File: config.mk
export PLATFORM = sky130hd
export DESIGN_NAME = mouse_position_tracker_flat
export DESIGN_NICKNAME = d
export VERILOG_FILES = /design/src/rtl/mouse_position_tracker_pkg.sv /design/src/rtl/mouse_position_tracker_if.sv /design/src/rtl/mouse_position_tracker_axis_clamp.sv /design/src/rtl/mouse_position_tracker.sv /design/src/flat_wrapper.sv
export SDC_FILE = /design/constraint.sdc
export NUM_CORES = 1
export LEC_CHECK = 0
export CORE_UTILIZATION = 54
export CTS_BUF_LIST = sky130_fd_sc_hd__clkbuf_2 sky130_fd_sc_hd__clkbuf_4 sky130_fd_sc_hd__clkbuf_8
export CTS_CLUSTER_DIAMETER = 200
export DETAILED_ROUTE_END_ITERATION = 8
export GPL_TIMING_DRIVEN = 0
export MAX_ROUTING_LAYER = met4
export PLACE_DENSITY = 0.81
export SYNTH_ARGS = -nofsm -noshare
export SYNTH_HDL_FRONTEND = slang
export SYNTH_SLANG_ARGS = --single-unit
File: constraint.sdc
create_clock -name clk108MHz -period 7.2 [get_ports clk108MHz]
set_clock_uncertainty 0.05 [all_clocks]
set_input_delay 1.8 -clock clk108MHz [delete_from_list [all_inputs] [get_ports clk108MHz]]
set_output_delay 1.8 -clock clk108MHz [all_outputs]
set_load 0.02 [all_outputs]
File: src/rtl/mouse_position_tracker_pkg.sv
// Shared types and constants for the mouse pointer tracking path.
// The package name matches the name the surrounding codebase already imports.
package mouse_pkg;

    localparam int SCREEN_W_DEF = 1280;
    localparam int SCREEN_H_DEF = 1024;
    localparam int HOME_X       = 640;
    localparam int HOME_Y       = 512;

    typedef enum logic [1:0] {
        IDLE,
        UPD_X,
        UPD_Y
    } mouse_state_t;

    // Wide enough to hold any screen coordinate plus a full 9-bit delta without wrapping.
    typedef logic signed [11:0] coord_t;

endpackage

File: src/rtl/mouse_position_tracker_if.sv
// Valid/ready packet channel carrying decoded PS/2 movement packets.
// The decoder is the master and the tracker is the slave.
interface mouse_position_tracker_if;

    logic              pktValid;
    logic              pktReady;
    logic signed [8:0] pktDx;
    logic signed [8:0] pktDy;
    logic              pktXOvf;
    logic              pktYOvf;
    logic [2:0]        pktButtons;

    modport master (
        output pktValid, pktDx, pktDy, pktXOvf, pktYOvf, pktButtons,
        input  pktReady
    );

    modport slave (
        input  pktValid, pktDx, pktDy, pktXOvf, pktYOvf, pktButtons,
        output pktReady
    );

endinterface

File: src/rtl/mouse_position_tracker_axis_clamp.sv
// One pointer axis: sign-extend the packet delta, add it to the position, saturate to [0, MAX].
// NEGATE flips the delta so PS/2 "up is positive" maps onto raster rows growing downward.
module mouse_axis_clamp
    import mouse_pkg::*;
#(
    parameter int MAX    = SCREEN_W_DEF - 1,
    parameter bit NEGATE = 1'b0
) (
    input  coord_t            pos,
    input  logic signed [8:0] delta,
    input  logic              ovf,
    output coord_t            result
);

    function automatic coord_t sat(input coord_t v);
        if (v < 0)
            return '0;
        else if (v > coord_t'(MAX))
            return coord_t'(MAX);
        else
            return v;
    endfunction

    coord_t d_ext;
    coord_t d_eff;

    assign d_ext = {{3{delta[8]}}, delta};

    // An overflowed axis carries a meaningless delta, so it contributes no motion.
    always_comb begin
        d_eff  = '0;
        if (!ovf)
            d_eff = NEGATE ? -d_ext : d_ext;
        result = sat(pos + d_eff);
    end

endmodule

File: src/rtl/mouse_position_tracker.sv
// Applies PS/2 packets to shadow pointer coordinates and republishes them once per frame
// at the start of vertical blank, so the sprite stage never sees a mid-frame move.
module mouse_position_tracker
    import mouse_pkg::*;
#(
    parameter int SCREEN_W = SCREEN_W_DEF,
    parameter int SCREEN_H = SCREEN_H_DEF,
    parameter int PAL_X0   = 0,
    parameter int PAL_X1   = 63,
    parameter int PAL_Y0   = 0,
    parameter int PAL_Y1   = 31
) (
    input  logic                     clk108MHz,
    input  logic                     reset_n,
    mouse_position_tracker_if.slave  pkt,
    input  logic [10:0]              vidClmn,
    input  logic [10:0]              vidRow,
    output logic [10:0]              mouseColumn,
    output logic [9:0]               mouseRow,
    output logic                     paletteButtonLocation,
    output logic [2:0]               mouseButtons,
    output logic                     leftClick
);

    localparam logic [10:0] TICK_ROW = 11'(SCREEN_H);

    mouse_state_t      state_q, state_d;
    logic              accept, ld_x, ld_y;

    logic signed [8:0] cap_dx, cap_dy;
    logic              cap_xovf, cap_yovf;
    logic [2:0]        cap_btn;

    coord_t            shadow_x, shadow_y, work_x, next_x, next_y;
    logic [2:0]        shadow_btn;
    logic              click_pend;
    logic              frame_tick;
    logic              in_pal;
    int                col_i, row_i;
    logic              unused_bits;

    assign frame_tick = (vidRow == TICK_ROW) && (vidClmn == '0);

    always_ff @(posedge clk108MHz or negedge reset_n) begin
        if (!reset_n)
            state_q <= IDLE;
        else
            state_q <= state_d;
    end

    always_comb begin
        state_d = state_q;
        unique case (state_q)
            IDLE:    if (pkt.pktValid) state_d = UPD_X;
            UPD_X:   state_d = UPD_Y;
            UPD_Y:   state_d = IDLE;
            default: state_d = IDLE;
        endcase
    end

    always_comb begin
        pkt.pktReady = (state_q == IDLE);
        accept       = pkt.pktValid && (state_q == IDLE);
        ld_x         = (state_q == UPD_X);
        ld_y         = (state_q == UPD_Y);
    end

    // Packet fields are only consumed while the FSM is busy, so they need no reset.
    always_ff @(posedge clk108MHz) begin
        if (accept) begin
            cap_dx   <= pkt.pktDx;
            cap_dy   <= pkt.pktDy;
            cap_xovf <= pkt.pktXOvf;
            cap_yovf <= pkt.pktYOvf;
            cap_btn  <= pkt.pktButtons;
        end
        if (ld_x)
            work_x <= next_x;
    end

    mouse_axis_clamp #(.MAX(SCREEN_W - 1), .NEGATE(1'b0)) u_clamp_x (
        .pos    (shadow_x),
        .delta  (cap_dx),
        .ovf    (cap_xovf),
        .result (next_x)
    );

    mouse_axis_clamp #(.MAX(SCREEN_H - 1), .NEGATE(1'b1)) u_clamp_y (
        .pos    (shadow_y),
        .delta  (cap_dy),
        .ovf    (cap_yovf),
        .result (next_y)
    );

    // X, Y and buttons commit together so a frame tick never sees half a packet.
    always_ff @(posedge clk108MHz or negedge reset_n) begin
        if (!reset_n) begin
            shadow_x   <= coord_t'(HOME_X);
            shadow_y   <= coord_t'(HOME_Y);
            shadow_btn <= '0;
            click_pend <= 1'b0;
        end else begin
            if (ld_y) begin
                shadow_x   <= work_x;
                shadow_y   <= next_y;
                shadow_btn <= cap_btn;
            end
            // A click landing on the tick edge belongs to the next frame, so setting wins.
            if (ld_y && cap_btn[0] && !shadow_btn[0])
                click_pend <= 1'b1;
            else if (frame_tick)
                click_pend <= 1'b0;
        end
    end

    always_ff @(posedge clk108MHz or negedge reset_n) begin
        if (!reset_n) begin
            mouseColumn           <= 11'(HOME_X);
            mouseRow              <= 10'(HOME_Y);
            mouseButtons          <= '0;
            leftClick             <= 1'b0;
            paletteButtonLocation <= 1'b0;
        end else begin
            if (frame_tick) begin
                mouseColumn  <= shadow_x[10:0];
                mouseRow     <= shadow_y[9:0];
                mouseButtons <= shadow_btn;
            end
            leftClick             <= frame_tick && click_pend;
            paletteButtonLocation <= in_pal;
        end
    end

    assign col_i  = int'(mouseColumn);
    assign row_i  = int'(mouseRow);
    assign in_pal = (col_i >= PAL_X0) && (col_i <= PAL_X1) &&
                    (row_i >= PAL_Y0) && (row_i <= PAL_Y1);

    // Clamping keeps these bits zero; they exist only as arithmetic headroom.
    assign unused_bits = ^{shadow_x[11], shadow_y[11:10]};

endmodule

File: src/flat_wrapper.sv
// flat-port wrapper written by rule: the top's interface ports become plain ports
module mouse_position_tracker_flat import mouse_pkg::*;
#(
    parameter int SCREEN_W = SCREEN_W_DEF,
    parameter int SCREEN_H = SCREEN_H_DEF,
    parameter int PAL_X0   = 0,
    parameter int PAL_X1   = 63,
    parameter int PAL_Y0   = 0,
    parameter int PAL_Y1   = 31
)
  (clk108MHz, reset_n, vidClmn, vidRow, mouseColumn, mouseRow, paletteButtonLocation, mouseButtons, leftClick, pkt_pktValid, pkt_pktDx, pkt_pktDy, pkt_pktXOvf, pkt_pktYOvf, pkt_pktButtons, pkt_pktReady);
  mouse_position_tracker_if pkt_i ();
  input  logic clk108MHz;
  input  logic reset_n;
  input  logic [10:0] vidClmn;
  input  logic [10:0] vidRow;
  output logic [10:0] mouseColumn;
  output logic [9:0] mouseRow;
  output logic paletteButtonLocation;
  output logic [2:0] mouseButtons;
  output logic leftClick;
  input wire logic [$bits(pkt_i.pktValid)-1:0] pkt_pktValid;
  input wire logic [$bits(pkt_i.pktDx)-1:0] pkt_pktDx;
  input wire logic [$bits(pkt_i.pktDy)-1:0] pkt_pktDy;
  input wire logic [$bits(pkt_i.pktXOvf)-1:0] pkt_pktXOvf;
  input wire logic [$bits(pkt_i.pktYOvf)-1:0] pkt_pktYOvf;
  input wire logic [$bits(pkt_i.pktButtons)-1:0] pkt_pktButtons;
  output wire logic [$bits(pkt_i.pktReady)-1:0] pkt_pktReady;
  assign pkt_i.pktValid = pkt_pktValid;
  assign pkt_i.pktDx = pkt_pktDx;
  assign pkt_i.pktDy = pkt_pktDy;
  assign pkt_i.pktXOvf = pkt_pktXOvf;
  assign pkt_i.pktYOvf = pkt_pktYOvf;
  assign pkt_i.pktButtons = pkt_pktButtons;
  assign pkt_pktReady = pkt_i.pktReady;
  mouse_position_tracker #(.SCREEN_W(SCREEN_W), .SCREEN_H(SCREEN_H), .PAL_X0(PAL_X0), .PAL_X1(PAL_X1), .PAL_Y0(PAL_Y0), .PAL_Y1(PAL_Y1)) u_core (.clk108MHz(clk108MHz), .reset_n(reset_n), .pkt(pkt_i), .vidClmn(vidClmn), .vidRow(vidRow), .mouseColumn(mouseColumn), .mouseRow(mouseRow), .paletteButtonLocation(paletteButtonLocation), .mouseButtons(mouseButtons), .leftClick(leftClick));
endmodule
Word level (Yosys, flattened, before mapping)
Cells that the tools add are included.
- flip-flop bits (word level): 91
- output and inout bits: 27
- logic and storage cells: 54
- add/subtract/negate cells: 3
- magnitude comparators: 8
- equal/unequal tests: 4
- muxes and demuxes: 9
- reduce and logical (&&, ||, !) cells: 13
- operators with widths (kind ; count):
    $mux W12 ; 4
    $add A12 B12 Y12 ; 2
    $lt A12 B1 Y1 const B ; 2
    $gt A12 B11 Y1 const B ; 1
    $gt A12 B12 Y1 const B ; 1
    $neg A9 Y12 ; 1
    $eq A11 B11 Y1 const B ; 1
    $ge A11 B1 Y1 const B ; 1
    $le A11 B6 Y1 const B ; 1
    $logic_not A11 Y1 ; 1
    $mux W11 ; 1
    $ge A10 B1 Y1 const B ; 1
    $le A10 B5 Y1 const B ; 1
    $logic_and A1 B1 Y1 ; 8
    $pmux W2 S2 ; 1
    $eq A2 B1 Y1 const B ; 1
    $eq A2 B2 Y1 const B ; 1
    $logic_not A2 Y1 ; 1
    $mux W1 ; 2
    $mux W2 ; 1
    $ne A2 B2 Y1 const B ; 1
    $reduce_bool A2 Y1 ; 1
    $reduce_or A2 Y1 ; 1
    $logic_not A1 Y1 ; 1

Depth between registers and ports, before layout
- depth after elaboration: 6
- depth in mapped cells: 14

By module
Synthesis repeated with hierarchy kept, for this count alone.
- cell total of the unflattened synthesis: 375
- area total of the unflattened synthesis: 4814.6 um2
- modules (own cells, without submodules) (module ; instances ; cells each ; area each (um2)):
    mouse_position_tracker ; 1 ; 167 ; 3214.3
    mouse_axis_clamp at u_core.u_clamp_y ; 1 ; 111 ; 804.5
    mouse_axis_clamp at u_core.u_clamp_x ; 1 ; 97 ; 795.8

Worst setup path after synthesis
Ideal clock, no wire load.
- path type: in2reg
- start: in vidRow[6]
- end: reg u_core.mouseColumn[3]
- library setup time: 0.125 ns
- arrival time: 3.340 ns
- path slack: 3.685 ns
- stages on the path: 4
- path buffers: 1
- path through: or4b_1 > nor4_4 > buf_6 > mux2_2
- longest elaborated chain between the ends: 2
- ends and longest elaborated chain (element ; line ; RTL):
    start, declared ; flat_wrapper.sv:16 ; input logic [10:0] vidRow;
    $eq A11 B11 Y1 ; mouse_position_tracker.sv:42 ; assign frame_tick = (vidRow == TICK_ROW) && (vidClmn == '0);
    $logic_and A1 B1 Y1 ; mouse_position_tracker.sv:42 ;
    end signal, assigned ; mouse_position_tracker.sv:118 ; mouseColumn <= 11'(HOME_X);
    end signal, assigned ; mouse_position_tracker.sv:125 ; mouseColumn <= shadow_x[10:0];
    end, declared ; mouse_position_tracker.sv:18 ; output logic [10:0] mouseColumn,
Every way passes these cells.
A chain may end at the register's enable or synchronous reset.

Worst setup path in the final report
- start: in vidRow[9]
- end: reg u_core.mouseRow[4]
- longest elaborated chain between the ends: 2
- ends and longest elaborated chain (element ; line ; RTL):
    $eq A11 B11 Y1 ; mouse_position_tracker.sv:42 ;
    $logic_and A1 B1 Y1 ; mouse_position_tracker.sv:42 ;
    end signal, assigned ; mouse_position_tracker.sv:119 ; mouseRow <= 10'(HOME_Y);
    end signal, assigned ; mouse_position_tracker.sv:126 ; mouseRow <= shadow_y[9:0];
    end, declared ; mouse_position_tracker.sv:19 ; output logic [9:0] mouseRow,
Every way passes these cells.

==> flow_metrics.env <==
export IMPL_dr_pass1_iters=4
export IMPL_dp_cells=558
export IMPL_cts_max_level=3
export IMPL_dieHeight_um=94.2
export IMPL_die_width_um=94.2
export IMPL_yosysSeqAreaShare=0.531
export IMPL_timing_critical_path_buf_inv=2
export IMPL_maxSlewViolCount=0
export IMPL_finalNetCount=537
export IMPL_wl_met3_um=423
export IMPL_synthToLayoutAreaGrowth_pct=24.2
export IMPL_row_count=33
export IMPL_period_minus_slack_ns=3.85
export IMPL_ys_ff_latch=90
export IMPL_ys_flop_type="dfrtp_1"
export IMPL_slowest_delay_ns=0.63
export IMPL_rsz0062_at_grt="false"
export IMPL_clockBufferDepth=2
export IMPL_ir_worst_vdd_mv=0.154
export IMPL_max_cap_violations=0
export IMPL_worstMarginPinSlew_ns=1.18
export IMPL_leakagePower_nw=2.42
export IMPL_setup_viol=0
export IMPL_finish_utilization=0.694
export IMPL_cts_root_buf="clkbuf_8"
export IMPL_netlist_cell_type_count=57
export IMPL_syn_inst=378
export IMPL_ant_nets=0
export IMPL_cts_tree="yes"
export IMPL_postCtsSetupBuffers=0
export IMPL_critPathCaptureType="register"
export IMPL_async_flop_share=0.611
export IMPL_initialDrtViolationCount=125
export IMPL_cts_buffers=9
export IMPL_status="completed"
export IMPL_dp_hpwl_um=6740
export IMPL_start_util=0.559
export IMPL_diodes=0
export IMPL_syn_avg_cell_area_um2=12.1
export IMPL_fmax_mhz=260
export IMPL_crit_arrival_ns=4.03
export IMPL_start_kind="primary input"
export IMPL_viasPerCell=5.72
export IMPL_wl_met1_um=4260
export IMPL_clock_latency_ns=0.35
export IMPL_cts_sinks=90
export IMPL_track_usage=0.237
export IMPL_antenna_found_initial=0
export IMPL_wirelength_um=9270
export IMPL_top_layer="met4"
export IMPL_port_buffers=74
export IMPL_syn_area_um2=4590
export IMPL_layoutNonFillerInstCount=574
export IMPL_drive_above_1_share=0.147
export IMPL_dr_wl_met2_um=4460
export IMPL_cts_hold_buf=0
export IMPL_tns_ns=0
export IMPL_globalplace_congestion=0.914
export IMPL_final_area_um2=5700
export IMPL_slew_headroom=0.210
export IMPL_crit_chain="clkdlybuf4s50_1 > or4b_1 > nor4_4 > buf_6 > mux2_2"
export IMPL_ys_warn_count=0
export IMPL_drc_errors=0
export IMPL_grt_max_degree=37
export IMPL_vias=3284
export IMPL_min_path_type="register to register"
export IMPL_crit_type="primary input to register"
export IMPL_crit_slowest_cell="nor4_4"
export IMPL_synth_nets=451
export IMPL_die_area_um2=8870
export IMPL_path_clk_slew_ns=0.08
export IMPL_gr_total_overflow=0
export IMPL_finalCritPeriodShare=0.535
export IMPL_wl_per_cell_um=16.1
export IMPL_dpl_cell_area_um2=5480
export IMPL_path_max_fanout=10
export IMPL_cp_data_required_time_ns=7.38
export IMPL_hold_violations=0
export IMPL_core_um2=8220
export IMPL_grt_first_pass_wirelength_um=15500
export IMPL_io_pins=75
export IMPL_critical_path_top_delay_family="simple AND/OR/NAND/NOR gates"
export IMPL_synth_edf_count=35
export IMPL_ctsResizeCount=0
export IMPL_pwr_density_cell_nw_per_um2=308
export IMPL_grt_pass1_vias=3264
export IMPL_finalPower_mw=1.76
## worst reg2reg max path, cell delays in order, from the launching register on
cell and delay [ns]:
edfxtp_1 0.38, or3_1 0.45, or3_1 0.38, nor3_1 0.19, xor2_1 0.17, nor2_1 0.08
ha_1 0.35, o21ai_0 0.13, nor2_1 0.16, o22ai_1 0.11, o21ai_1 0.70, o211ai_1 0.17
a22o_1 0.24
## cell usage after synthesis (2+ instances only)
master	count	share of area
buf_6	2	0.0049
nor2b_1	11	0.015
nor2_1	28	0.023
inv_1	13	0.011
edfxtp_1	35	0.23
o21ai_0	10	0.011
nand2b_1	9	0.012
nand3_1	9	0.0098
nand4_1	2	0.0027
a22o_1	10	0.019
and3_1	2	0.0027
nand2_1	12	0.0098
nor4_1	6	0.0082
o21a_1	4	0.0065
nor3_1	8	0.0087
a21o_1	3	0.0049
a211oi_1	3	0.0049
or4_1	3	0.0049
xor2_1	14	0.027
ha_1	23	0.063
or3_1	7	0.0095
and2_1	5	0.0068
o211ai_1	3	0.0049
fa_1	2	0.0087
nand3b_1	2	0.0033
o21ai_1	3	0.0033
dfrtp_1	49	0.27
mux2_2	37	0.091
and3b_1	2	0.0038
a21oi_1	20	0.022
clkbuf_1	5	0.0041
dfstp_2	6	0.034
xnor2_1	6	0.011
## power breakdown
group	total [mW]	switching, mW	internal [mW]
clock network	0.382	0.183	0.199
registers	0.739	0.0747	0.664
logic	0.637	0.343	0.294
## layout make-up
| cell class | count | area [µm²] |
|---|---|---|
| timing repair buffer | 75 | 756 |
| inverter | 13 | 48.8 |
| clock inverter | 7 | 98.8 |
| buffer | 8 | 46.3 |
| clock buffer | 9 | 124 |
| sequential | 90 | 2430 |
| fill | 589 | 2520 |
| tap | 105 | 131 |
| multi-input combinational | 267 | 2060 |
## metrics by stage
stage	setup slack (ns)	hold slack, ns
CTS	3.31	0.424
global placement	2.61	0.402
detailed placement	2.95	0.414
floorplan	3.68	0.404
finish	3.35	0.417
global route	3.24	0.439
## worst paths after layout
path / depth (start not counted) / end / slack [ns] / start
max: 5 / u_core.mouseRow[4] / 3.35 / vidRow[9]
min reg2reg: 1 / u_core.paletteButtonLocation / 0.42 / u_core.mouseRow[8]
min in group asynchronous: 1 / u_core.shadow_x[8] / 1.33 / reset_n
min: 1 / u_core.paletteButtonLocation / 0.42 / u_core.mouseRow[8]
max in group asynchronous: 2 / u_core.shadow_y[9] / 5.15 / reset_n
max reg2reg: 12 / u_core.shadow_y[8] / 3.53 / u_core.cap_dy[1]
## cells in the final DEF (no fill, tap or decap), types with 3 or more instances in the layout
cell             Yosys  final
nor3_1               8      8
and2_1               5      5
inv_1               13     13
or4_1                3      3
o21ai_1              3      3
mux2_2              37     37
o211ai_1             3      3
dfstp_2              6      6
nor2b_1             11     11
clkdlybuf4s50_1      0     73
o21ai_0             10     10
a22o_1              10     10
a21o_1               3      3
o21a_1               4      4
ha_1                23     23
nand3_1              9      9
xor2_1              14     14
a211oi_1             3      3
edfxtp_1            35     35
clkbuf_8             0      9
nor4_1               6      6
nor2_1              28     28
clkbuf_1             5      5
a21oi_1             20     20
nand2b_1             9      9
xnor2_1              6      6
or3_1                7      7
inv_6                0      3
dfrtp_1             49     49
nand2_1             12     12
## kinds of logic after synthesis
group / Yosys count / share of synthesized area
adders and majority gates: 25 / 0.0714
muxes: 39 / 0.0965
buffers and inverters: 21 / 0.0207
AOI/OAI and AO/OA: 70 / 0.106
xor gates and xnor gates: 20 / 0.0382
DFF: 90 / 0.531
and+or+nand+nor: 112 / 0.135
other: 1 / 0.000817
## registers in the layout, indices dropped and copies added (netlist names), 9 cells and up
register,flops
u_core.shadow_x,12
u_core.shadow_y,11
u_core.work_x,12
u_core.cap_dx,9
u_core.mouseColumn,11
u_core.cap_dy,9
u_core.mouseRow,10
## per-layer routing
metal / vias to the layer above / global-route usage
met1: 1606 / 0.310
met3: 10 / 0.0372
met2: 98 / 0.373
met5: - / -
met4: 0 / 0.0923
li1: 1570 / -
Power figures use the tool's default switching activity.
